[src/rtl/hilo_muldiv_unit.sv]
// HI/LO multiply-divide unit: iterative shift-add multiply and restoring divide.
// Define HILO_SIGNED_EN to run op 10/11 as signed MULT/DIV.
module hilo_muldiv_unit #(
    parameter int WIDTH = 32
) (
    input  logic             clk,
    input  logic             reset,
    input  logic             start,
    input  logic [1:0]       op,
    input  logic [WIDTH-1:0] a,
    input  logic [WIDTH-1:0] b,
    input  logic [WIDTH-1:0] hi_in,
    input  logic [WIDTH-1:0] lo_in,
    input  logic             hi_write,
    input  logic             lo_write,
    output logic             busy,
    output logic             done,
    output logic             div_zero,
    output logic [WIDTH-1:0] hi_out,
    output logic [WIDTH-1:0] lo_out
);

    localparam int CW = $clog2(WIDTH);

    typedef enum logic [1:0] {
        IDLE,
        RUN,
        FINISH
    } state_t;

    state_t state;
    state_t state_nx;

    logic [CW-1:0]    cnt;
    logic             is_div;
    logic             dz;
    logic [WIDTH-1:0] opa;
    logic [WIDTH-1:0] low;
    logic [WIDTH-1:0] acc;
    logic [WIDTH-1:0] a_mag;
    logic [WIDTH-1:0] b_mag;
    logic             b_zero;
    logic [WIDTH:0]   sum;
    logic [WIDTH:0]   shifted;
    logic [WIDTH:0]   diff;
    logic [2*WIDTH-1:0] prod;
    logic [WIDTH-1:0] res_hi;
    logic [WIDTH-1:0] res_lo;

    assign b_zero = (b == '0);
    assign busy   = (state != IDLE);

`ifdef HILO_SIGNED_EN
    logic sgn_op;
    logic neg_res;
    logic neg_rem;

    assign sgn_op = op[1];
    assign a_mag  = (sgn_op && a[WIDTH-1]) ? -a : a;
    assign b_mag  = (sgn_op && b[WIDTH-1]) ? -b : b;
`else
    logic unused_op;

    assign unused_op = op[1];
    assign a_mag     = a;
    assign b_mag     = b;
`endif

    always_comb begin
        state_nx = state;
        unique case (state)
            IDLE:    if (start) state_nx = (op[0] && b_zero) ? FINISH : RUN;
            RUN:     if (cnt == CW'(WIDTH-1)) state_nx = FINISH;
            FINISH:  state_nx = IDLE;
            default: state_nx = IDLE;
        endcase
    end

    always_comb begin
        sum     = {1'b0, acc} + {1'b0, (low[0] ? opa : {WIDTH{1'b0}})};
        shifted = {acc, low[WIDTH-1]};
        diff    = shifted - {1'b0, opa};
        prod    = {acc, low};
        res_hi  = acc;
        res_lo  = low;
        if (dz) begin
            res_hi = low;
            res_lo = '1;
        end else if (is_div) begin
`ifdef HILO_SIGNED_EN
            if (neg_rem) res_hi = -acc;
            if (neg_res) res_lo = -low;
`endif
        end else begin
`ifdef HILO_SIGNED_EN
            if (neg_res) prod = -prod;
`endif
            res_hi = prod[2*WIDTH-1:WIDTH];
            res_lo = prod[WIDTH-1:0];
        end
    end

    always_ff @(posedge clk or posedge reset) begin
        if (reset) state <= IDLE;
        else       state <= state_nx;
    end

    always_ff @(posedge clk or posedge reset) begin
        if (reset) begin
            cnt      <= '0;
            is_div   <= 1'b0;
            dz       <= 1'b0;
            opa      <= '0;
            low      <= '0;
            acc      <= '0;
            done     <= 1'b0;
            div_zero <= 1'b0;
            hi_out   <= '0;
            lo_out   <= '0;
`ifdef HILO_SIGNED_EN
            neg_res  <= 1'b0;
            neg_rem  <= 1'b0;
`endif
        end else begin
            done     <= 1'b0;
            div_zero <= 1'b0;
            unique case (state)
                IDLE: begin
                    if (hi_write) hi_out <= hi_in;
                    if (lo_write) lo_out <= lo_in;
                    if (start) begin
                        cnt    <= '0;
                        acc    <= '0;
                        is_div <= op[0];
                        dz     <= op[0] && b_zero;
                        if (op[0]) begin
                            opa <= b_mag;
                            // divide-by-zero returns the raw dividend in HI
                            low <= b_zero ? a : a_mag;
                        end else begin
                            opa <= a_mag;
                            low <= b_mag;
                        end
`ifdef HILO_SIGNED_EN
                        neg_res <= sgn_op && (a[WIDTH-1] ^ b[WIDTH-1]);
                        neg_rem <= sgn_op && a[WIDTH-1];
`endif
                    end
                end
                RUN: begin
                    cnt <= cnt + 1'b1;
                    if (is_div) begin
                        acc <= diff[WIDTH] ? shifted[WIDTH-1:0]
                                           : diff[WIDTH-1:0];
                        low <= {low[WIDTH-2:0], ~diff[WIDTH]};
                    end else begin
                        acc <= sum[WIDTH:1];
                        low <= {sum[0], low[WIDTH-1:1]};
                    end
                end
                FINISH: begin
                    hi_out   <= res_hi;
                    lo_out   <= res_lo;
                    done     <= 1'b1;
                    div_zero <= dz;
                end
                default: ;
            endcase
        end
    end

endmodule

[config.mk]
export PLATFORM = sky130hd
export DESIGN_NAME = hilo_muldiv_unit
export DESIGN_NICKNAME = d
export VERILOG_FILES = /design/src/rtl/hilo_muldiv_unit.sv
export SDC_FILE = /design/constraint.sdc
export NUM_CORES = 1
export LEC_CHECK = 0
export CAP_MARGIN = 20
export CORE_ASPECT_RATIO = 1.25
export CORE_MARGIN = 4
export CORE_UTILIZATION = 55
export CTS_CLUSTER_DIAMETER = 80
export DETAILED_ROUTE_END_ITERATION = 10
export PLACE_DENSITY = 0.82
export SETUP_SLACK_MARGIN = 0.3
export SYNTH_ARGS = -nofsm -noshare
export SYNTH_HDL_FRONTEND = slang
export SYNTH_SLANG_ARGS = --single-unit
[constraint.sdc]
create_clock -name clk -period 6 [get_ports clk]
set_input_delay 0.6 -clock clk [delete_from_list [all_inputs] [get_ports clk]]
set_output_delay 0.6 -clock clk [all_outputs]
set_load 0.1 [all_outputs]
==> results by group, run 1 <==
STA
  • Max_slew headroom: 24.32%
  • Max Slew Vio Count: 0
  • Fin crit period: roughly 4200 ps
  • Period utilization: between 70 and 80%
  • TNS Setup: 0 ps
  • Final setup vio count: 0
  • Peak Freq: 236.8 MHz
  • Final Hold Fails: 0
  • Worst-margin pin slew: 1125 ps
  • Worst-case clock skew: around 11 ps
  • Unrepaired setup endpoints after global routing: false
  • Hold slack: 481.6 ps

GRT
  • Antenna violations before repair: 0
  • Global-route wire length before repair: slightly above 60 mm
  • Pin count of the biggest net entering global routing: 97
  • Grt ovf: 0
  • Tot GR Track Use: slightly above 30%
  • Vias in the first global route: 11320

Drt
  • DRT iter0 DRCs: between 1000 and 1500
  • DRT Wirelength: 39.92 mm
  • Wire length per cell: 20.64 um
  • # DRC: 0
  • DRT Pass-1 Iters: 5
  • DRT antenna net count: 0
  • Vias: ~12000
  • Avg Vias per Cell: 6.207

Setup path
  • Buf/Inv on CP: 1
  • Critical Path RT: 6320 ps
  • Worst EP arrival: 4540 ps
  • Critical path startpoint category: flop
  • Slowest CP cell: o31ai_1
  • Crit path capture type: flop
  • Reg2Reg Depth: 12
  • Crit path max fanout: 37
  • CP Class: flop to flop
  • Reg2reg start: low[31]
  • Crit-path leading delay family: compound AO/OA/AOI/OAI gates
  • Delay of the slowest cell on the worst path: 550 ps
  • Critical path launch point: low[31]
  • Levels on crit path: 12
  • Worst-path cell chain: inv_1 -> ha_1 -> fa_1 -> nor2b_1 -> o31ai_1 -> a211o_1 -> a21oi_2 -> o31ai_2 -> mux2i_2 -> nand2_4 -> mux2_1 -> a221o_1

Synth
  • Xor/xnor share of the synthesized area: under 10%
  • Post-Synth Simple-Gate Area: 16.93%
  • Syn Area/Cell: 8.382 sq um
  • Dominant synthesized flop cell: dfrtp_1
  • Sequential area share after synthesis: 34.08%
  • Multiplexer share of the synthesized area: 13.05%
  • Post-synthesis adder-cell area fraction: under 10%
  • Post-synth EDFFs: 0
  • Post-Syn Nets: 1701
  • Mapped Cells: 1498
  • Compound-cell area share of the yosys netlist: 20.79%
  • Async S/R FF share, synth: between 90% and 100%
  • Post-synthesis cell type count: 64
  • Synthesis Warnings: 0
  • Yosys reg bits: 171
  • Synth Cell Area: 12560 sq um
  • Main combinational cell family by area after synthesis: compound AO/OA/AOI/OAI gates

Floorplanning
  • Core Rows: 61
  • IO Count: 202
  • Initial Utilization: 56.15%
  • Core Region: roughly 22000 sq um
  • Die ar.: roughly 25000 sq um
  • Die W: 143.1 um
  • Die Y: 176.9 um

Place
  • HPWL after DPL: 29.80 mm
  • IO buf count: 200
  • Global placement routability congestion: 0.9469
  • Cells after DPL: 1900

Worst hold path
  • Min-Delay Path Class: flop to flop
  • Worst hold start: lo_out[10]
  • Hold-critical path depth: 2

Clocking
  • Inserted Clock Buffers: 17
  • Skew-Pair Late Insertion Delay: 440 ps
  • Resized Gates After CTS: 0
  • CTS H-Tree Depth: 4
  • Post-CTS setup buffer count: 0
  • Hold buffer count at cts: 0
  • Clock-pin slew on the worst setup and hold paths: about 70 ps
  • Clock net sink count: 171
  • CTS tree: built
  • CTS root buffer: clkbuf_16
  • Clock buffer depth: 2

Final layout
  • Area delta synth->final: 22.08%
  • Share of post-route cells with drive strength above 1: 6.239%
  • Final core occ: 68.54%
  • Most frequent cells in the layout: 199 x clkdlybuf4s50_1, 169 x dfrtp_1, 162 x a21oi_1
  • Final #Nets: 1841
  • ANT cells: 0
  • Post-Layout Cell Count: 1934
  • Commonest non-fill, non-tap cell in the layout: clkdlybuf4s50_1

Run
  • MaxCap Viol Count: 0

Run status
  • Status: finished clean
-- stage by stage --
stage               area [sq um]  setup WS [ps]
finish                     15330           1778
global route               15330           1765
CTS                        15300           1931
detailed placement         14720           1950
global placement           14700           2032
floorplan                  12560          768.2
-- cell usage after synthesis, types with 20 or more instances --
cell type / instances / area, sq um
a21o_1: 31 / 232.7
a21oi_1: 162 / 810.8
and2_1: 36 / 225.2
clkbuf_1: 80 / 300.3
dfrtp_1: 171 / 4279
ha_1: 66 / 825.8
inv_1: 51 / 191.4
mux2_2: 34 / 382.9
mux2i_1: 123 / 1231
nand2_1: 141 / 529.3
nor2_1: 159 / 596.8
nor3_1: 41 / 205.2
o21ai_0: 117 / 585.6
o31ai_1: 35 / 262.8
xnor2_1: 34 / 297.8
xor2_1: 20 / 175.2
-- state kept, by name (all words and copies together) (netlist names) --
signal,flops
acc,32
hi_out,32
lo_out,32
low,32
opa,32
cnt,5
state,2
div_zero,1
done,1
dz,1
is_div,1
-- cell type report --
type | count | area [sq um]
clock inverters | 14 | 148.9
well taps | 283 | 354.1
inverters | 52 | 200.2
repair buffers | 216 | 2140
clock buffers | 18 | 439.2
flip-flops and latches | 171 | 4282
multi-input cells | 1180 | 7765
fillers | 1771 | 7034
-- per-layer routing --
layer / part of all wire [%] / global-route usage [%] / up-vias
met5: 0 / 0 / -
met4: 4.1 / 13.03 / 0
met3: 7.0 / 4.351 / 94
met2: 49 / 52.04 / 507
met1: 39 / 38.32 / 5794
li1: - / - / 5610
-- cells by family after synthesis --
family | after synthesis
multiplexers | 159
buffers and inverters | 147
AO/OA/AOI/OAI | 434
adder cells (fa/ha/maj) | 68
flip-flops | 171
AND/OR/NAND/NOR | 465
XOR/XNOR | 54
-- worst reg2reg max path, delay by kind of cell, from the launching register on --
kind | cells | cell delay, ps
AOI/OAI and AO/OA | 5 | 1820
adders and majority gates | 2 | 430
buffers and inverters | 1 | 90
DFF | 1 | 460
muxes | 2 | 830
and+or+nand+nor | 2 | 470
-- worst paths after layout --
path | slack, ps | to
min in group asynchronous | 710 | hi_out[7]
min reg2reg | 480 | lo_out[10]
max | 1780 | acc[30]
max reg2reg | 1780 | acc[30]
max in group asynchronous | 4090 | low[16]
min | 480 | lo_out[10]
Power of run 1 is not shown: default switching activity piles up to over one toggle a cycle in this logic, so the estimate is an artifact.
==> inputs of run 2 (changes only) <==
Settings changed: CORE_UTILIZATION 55 to 50, PLACE_DENSITY 0.82 to 0.78.
Clock period 6 ns to 3.8 ns, I/O delays scaled along.
==> results by group, run 2 (synthesized netlist as in run 1, its figures left out) <==
Drt
  • DRT iter0 DRCs: 1074 (was 1219)
  • DRT Pass-1 Iters: 8 (was 5)
  • Vias: 12020 (was 12010)
  • DRT antenna net count: 0 (unchanged)
  • # DRC: 0 (unchanged)
  • DRT Wirelength: 41.04 mm (was 39.92 mm)
  • Avg Vias per Cell: 6.005 (was 6.207)
  • Wire length per cell: 20.50 um (was 20.64 um)

GRT
  • Pin count of the biggest net entering global routing: 98 (was 97)
  • Global-route wire length before repair: 63.19 mm (was 60.48 mm)
  • Grt ovf: 0 (unchanged)
  • Vias in the first global route: 11570 (was 11320)
  • Tot GR Track Use: 29.14% (was 30.46%)
  • Antenna violations before repair: 0 (unchanged)

Setup path
  • Slowest CP cell: o41ai_1 (was o31ai_1)
  • Crit path max fanout: 11 (was 37)
  • Delay of the slowest cell on the worst path: 630 ps (was 550 ps)
  • Critical path launch point: low[0] (was low[31])
  • Worst EP arrival: 3650 ps (was 4540 ps)
  • Critical Path RT: 4100 ps (was 6320 ps)
  • CP Class: flop to flop (unchanged)
  • Critical path startpoint category: flop (unchanged)
  • Crit path capture type: flop (unchanged)
  • Worst-path cell chain: buf_4 -> and2_1 -> ha_1 -> a21oi_1 -> a21oi_1 -> nor2b_1 -> o21ai_0 -> o41ai_1 -> o221ai_1 -> xor2_1 -> a22oi_1 -> o21ai_0 (was inv_1 -> ha_1 -> fa_1 -> nor2b_1 -> o31ai_1 -> a211o_1 -> a21oi_2 -> o31ai_2 -> mux2i_2 -> nand2_4 -> mux2_1 -> a221o_1)
  • Reg2reg start: low[0] (was low[31])

Floorplanning
  • Initial Utilization: 51.07% (was 56.15%)
  • Die W: 149.7 um (was 143.1 um)
  • Core Region: 24580 sq um (was 22360 sq um)
  • Core Rows: 64 (was 61)
  • Die ar.: 27730 sq um (was 25330 sq um)
  • IO Count: 202 (unchanged)
  • Die Y: 185.2 um (was 176.9 um)

Place
  • Global placement routability congestion: 0.9620 (was 0.9469)
  • IO buf count: 200 (unchanged)
  • HPWL after DPL: 31.08 mm (was 29.80 mm)

STA
  • Final Hold Fails: 0 (unchanged)
  • Worst-case clock skew: 10.36 ps (was 11.14 ps)
  • Final setup vio count: 0 (unchanged)
  • Unrepaired setup endpoints after global routing: false (unchanged)
  • TNS Setup: 0 ps (unchanged)
  • Hold slack: 405.2 ps (was 481.6 ps)
  • Max_slew headroom: 30.19% (was 24.32%)
  • Peak Freq: 298.6 MHz (was 236.8 MHz)
  • Max Slew Vio Count: 0 (unchanged)
  • Fin crit period: 3349 ps (was 4222 ps)
  • Worst-margin pin slew: 1044 ps (was 1125 ps)
  • Period utilization: 88.14% (was 70.37%)

Final layout
  • Final #Nets: 1863 (was 1841)
  • Area delta synth->final: 24.94% (was 22.08%)
  • Commonest non-fill, non-tap cell in the layout: clkdlybuf4s50_1 (unchanged)
  • ANT cells: 0 (unchanged)
  • Share of post-route cells with drive strength above 1: 8.074% (was 6.239%)
  • Most frequent cells in the layout: 199 x clkdlybuf4s50_1, 168 x dfrtp_1, 158 x a21oi_1, 158 x nor2_1, 141 x nand2_1 (was 199 x clkdlybuf4s50_1, 169 x dfrtp_1, 162 x a21oi_1)
  • Final core occ: 63.81% (was 68.54%)

Clocking
  • Clock-pin slew on the worst setup and hold paths: 70 ps (about the same)
  • CTS root buffer: clkbuf_16 (unchanged)
  • Skew-Pair Late Insertion Delay: 440 ps (about the same)
  • Clock buffer depth: 2 (unchanged)
  • CTS H-Tree Depth: 4 (unchanged)
  • Hold buffer count at cts: 0 (unchanged)
  • Clock net sink count: 171 (unchanged)
  • Inserted Clock Buffers: 17 (unchanged)
  • CTS tree: built (unchanged)

Run status
  • Status: finished clean (unchanged)

Run
  • MaxCap Viol Count: 0 (unchanged)

Worst hold path
  • Min-Delay Path Class: input pin to async pin (was flop to flop)
==> run 2: changes by cell type in the layout (fill, tap and decap cells not counted), sizes merged <==
cell      change
buf          +22
bufinv        +4
clkinv        -3
clkinvlp      +2
inv           -4
==> run 2: final cells by class <==
cell class              instances  area, sq um
multi-input cells            1180         7810
fillers                      2086         8896
repair buffers                238         2340
clock buffers                  18        439.2
well taps                     330        412.9
clock inverters                13        203.9
inverters                      52        198.9
flip-flops and latches        171         4283
==> run 2: critical path, delay by kind of cell, from the launching register on <==
family | cells | cell delay (ps)
compound gates | 7 | 1660
xor+xnor | 1 | 190
fa+ha+maj | 1 | 340
buf+inv | 1 | 190
flops | 1 | 470
simple gates | 2 | 370
==> run 2: final timing paths <==
| kind | to | slack [ps] | cells past startpoint |
|---|---|---|---|
| hold / removal | hi_out[1] | 410 | 2 |
| hold reg to reg | lo_out[3] | 480 | 2 |
| setup / recovery | acc[18] | 450 | 12 |
| min in group clk | lo_out[3] | 480 | 2 |
| max in group asynchronous | dz | 2660 | 3 |
| setup reg to reg | acc[18] | 450 | 12 |
==> run 2: timing repair <==
item	4_1_cts	5_1_grt
pin swaps	1	3
resized for setup	1	14
endpoints found under the setup margin	10	33
setup buffers	0	4
==> run 2: metal layers <==
layer	global-route usage, %	up-vias	share of wire (%)
met1	37.09	5750	40
met5	0	-	0
met4	12.63	0	4.3
met2	49.42	515	49
met3	4.332	103	6.9
li1	-	5655	-
==> run 2: through the flow <==
step	area [sq um]	instances	setup slack, ps
2_1_floorplan	12560	1498	615.5
3_3_place_gp	14940	1966	310.9
3_5_place_dp	14940	1966	235.5
4_1_cts	15590	1997	303.4
5_1_grt	15690	2002	279.7
6_report	15690	2002	450.6
Power of run 2 is left out for the same reason.
==> inputs of run 3 (changes only) <==
--- a/config.mk
+++ b/config.mk
@@ -7,2 +7,3 @@
 export LEC_CHECK = 0
+export ABC_AREA = 0
 export CAP_MARGIN = 20
==> constraint.sdc (replaced) <==
create_clock -name clk -period 3.8 [get_ports clk]
set_input_delay 0.76 -clock clk [delete_from_list [all_inputs] [get_ports clk]]
set_output_delay 0.76 -clock clk [all_outputs]
set_load 0.1 [all_outputs]
==> results by group, run 3 (synthesized netlist as in run 1, its figures left out) <==
GRT
  • Tot GR Track Use: 28.52% (was 29.14%)
  • Vias in the first global route: 11420 (was 11570)
  • Pin count of the biggest net entering global routing: 98 (unchanged)
  • Grt ovf: 0 (unchanged)
  • Global-route wire length before repair: 62.04 mm (was 63.19 mm)
  • Antenna violations before repair: 1 (was 0)

Place
  • Global placement routability congestion: 0.9775 (was 0.9620)
  • HPWL after DPL: 30.85 mm (was 31.08 mm)
  • IO buf count: 200 (unchanged)

Drt
  • DRT iter0 DRCs: 1185 (was 1074)
  • Wire length per cell: 20.31 um (was 20.50 um)
  • Avg Vias per Cell: 6.051 (was 6.005)
  • DRT Pass-1 Iters: 5 (was 8)
  • DRT antenna net count: 0 (unchanged)
  • Vias: 12090 (was 12020)
  • # DRC: 0 (unchanged)
  • DRT Wirelength: 40.58 mm (was 41.04 mm)

Clocking
  • Hold buffer count at cts: 0 (unchanged)
  • CTS tree: built (unchanged)
  • Clock-pin slew on the worst setup and hold paths: 70 ps (about the same)
  • Skew-Pair Late Insertion Delay: 440 ps (about the same)
  • Clock buffer depth: 2 (unchanged)
  • CTS H-Tree Depth: 4 (unchanged)
  • Inserted Clock Buffers: 17 (unchanged)
  • Clock net sink count: 171 (unchanged)
  • CTS root buffer: clkbuf_16 (unchanged)

Setup path
  • Crit path max fanout: 14 (was 11)
  • Worst EP arrival: 3720 ps (was 3650 ps)
  • Crit path capture type: flop (unchanged)
  • Critical path startpoint category: flop (unchanged)
  • Delay of the slowest cell on the worst path: 410 ps (was 630 ps)
  • Slowest CP cell: fa_1 (was o41ai_1)
  • Reg2Reg Depth: 13 (was 12)
  • Worst-path cell chain: ha_1 -> fa_1 -> nor2b_1 -> o31ai_2 -> a211o_1 -> a21oi_4 -> o31ai_2 -> buf_4 -> mux2i_2 -> nand2_4 -> buf_4 -> mux2i_1 -> a311oi_1 (was buf_4 -> and2_1 -> ha_1 -> a21oi_1 -> a21oi_1 -> nor2b_1 -> o21ai_0 -> o41ai_1 -> o221ai_1 -> xor2_1 -> a22oi_1 -> o21ai_0)
  • Critical Path RT: 4130 ps (was 4100 ps)
  • CP Class: flop to flop (unchanged)

Floorplanning
  • Core Rows: 64 (unchanged)
  • Core Region: 24580 sq um (unchanged)
  • Die Y: 185.2 um (unchanged)
  • IO Count: 202 (unchanged)
  • Initial Utilization: 51.07% (unchanged)
  • Die W: 149.7 um (unchanged)
  • Die ar.: 27730 sq um (unchanged)

Final layout
  • Final #Nets: 1859 (was 1863)
  • ANT cells: 0 (unchanged)
  • # fillers: 2120 (was 2086)
  • Most frequent cells in the layout: 198 x clkdlybuf4s50_1, 168 x dfrtp_1, 161 x a21oi_1 (was 199 x clkdlybuf4s50_1, 168 x dfrtp_1, 158 x a21oi_1, 158 x nor2_1, 141 x nand2_1)
  • Area delta synth->final: 24.27% (was 24.94%)
  • Commonest non-fill, non-tap cell in the layout: clkdlybuf4s50_1 (unchanged)
  • Share of post-route cells with drive strength above 1: 7.854% (was 8.074%)

STA
  • Worst-margin pin slew: 1052 ps (was 1044 ps)
  • Worst-case clock skew: 16.70 ps (was 10.36 ps)
  • Unrepaired setup endpoints after global routing: false (unchanged)
  • Period utilization: 89.38% (was 88.14%)
  • Final Hold Fails: 0 (unchanged)
  • Fin crit period: 3397 ps (was 3349 ps)
  • Peak Freq: 294.4 MHz (was 298.6 MHz)
  • Max Slew Vio Count: 0 (unchanged)
  • Max_slew headroom: 29.62% (was 30.19%)
  • TNS Setup: 0 ps (unchanged)
  • Final setup vio count: 0 (unchanged)

Run status
  • Status: finished clean (unchanged)

Worst hold path
  • Min-Delay Path Class: flop to flop (was input pin to async pin)
  • Hold-critical path depth: 2

Run
  • MaxCap Viol Count: 0 (unchanged)
## run 3: changes by cell type in the layout (fill, tap and decap cells not counted), moves of 3 or more
cell,before,now
bufinv_16,4,1
a21oi_2,5,1
a21oi_1,158,161
buf_4,33,30
## run 3: area by class of cell
type / count / area (sq um) / share of cell area (%)
clock buffers: 17 / 425.4 / 2.727
clock inverters: 14 / 158.9 / 1.018
multi-input cells: 1180 / 7820 / 50.12
inverters: 52 / 198.9 / 1.275
flip-flops and latches: 171 / 4283 / 27.45
well taps: 330 / 412.9 / 2.646
repair buffers: 234 / 2303 / 14.76
## run 3: metal layers
metal / GRT usage (%) / part of all wire, %
met4: 13.95 / 5.1
met3: 4.014 / 6.4
met1: 36.61 / 40
met5: 0 / 0.032
met2: 47.37 / 48
## run 3: what timing repair did
| item | CTS | global route |
|---|---|---|
| buffers inserted | 0 | 4 |
| gates resized for setup | 3 | 13 |
| endpoints found under the setup margin | 13 | 33 |
| cloned | 0 | 0 |
| pin swaps | 0 | 1 |
## run 3: final timing paths
check                            from    endpoint  slack [ps]
setup / recovery               opa[0]     acc[31]         400
hold / removal             lo_out[14]  lo_out[14]         480
setup reg to reg               opa[0]     acc[31]         400
hold reg to reg            lo_out[14]  lo_out[14]         480
max in group asynchronous       reset      is_div        2160
min in group asynchronous       reset   hi_out[2]         750
## run 3: worst max-delay path, delay by kind of cell, from the launching register on
kind                       cells  cell delay (ps)
AOI/OAI and AO/OA              5             1130
DFF                            1              400
adders and majority gates      2              650
buffers and inverters          2              390
and+or+nand+nor                2              320
muxes                          2              390
## run 3: per-stage QoR
step                util, %  instance area (sq um)  worst slack (ps)  instances  hold slack [ps]
floorplan                 -                  12560             615.5       1498            450.2
global placement      60.72                  14930             246.3       1963            460.6
detailed placement    60.72                  14930             214.0       1963            464.9
CTS                   63.13                  15520             323.1       1994            481.7
global route          63.47                  15600             293.6       1998            496.4
finish                63.47                  15600             403.5       1998            477.9
Power of run 3 is left out for the same reason.
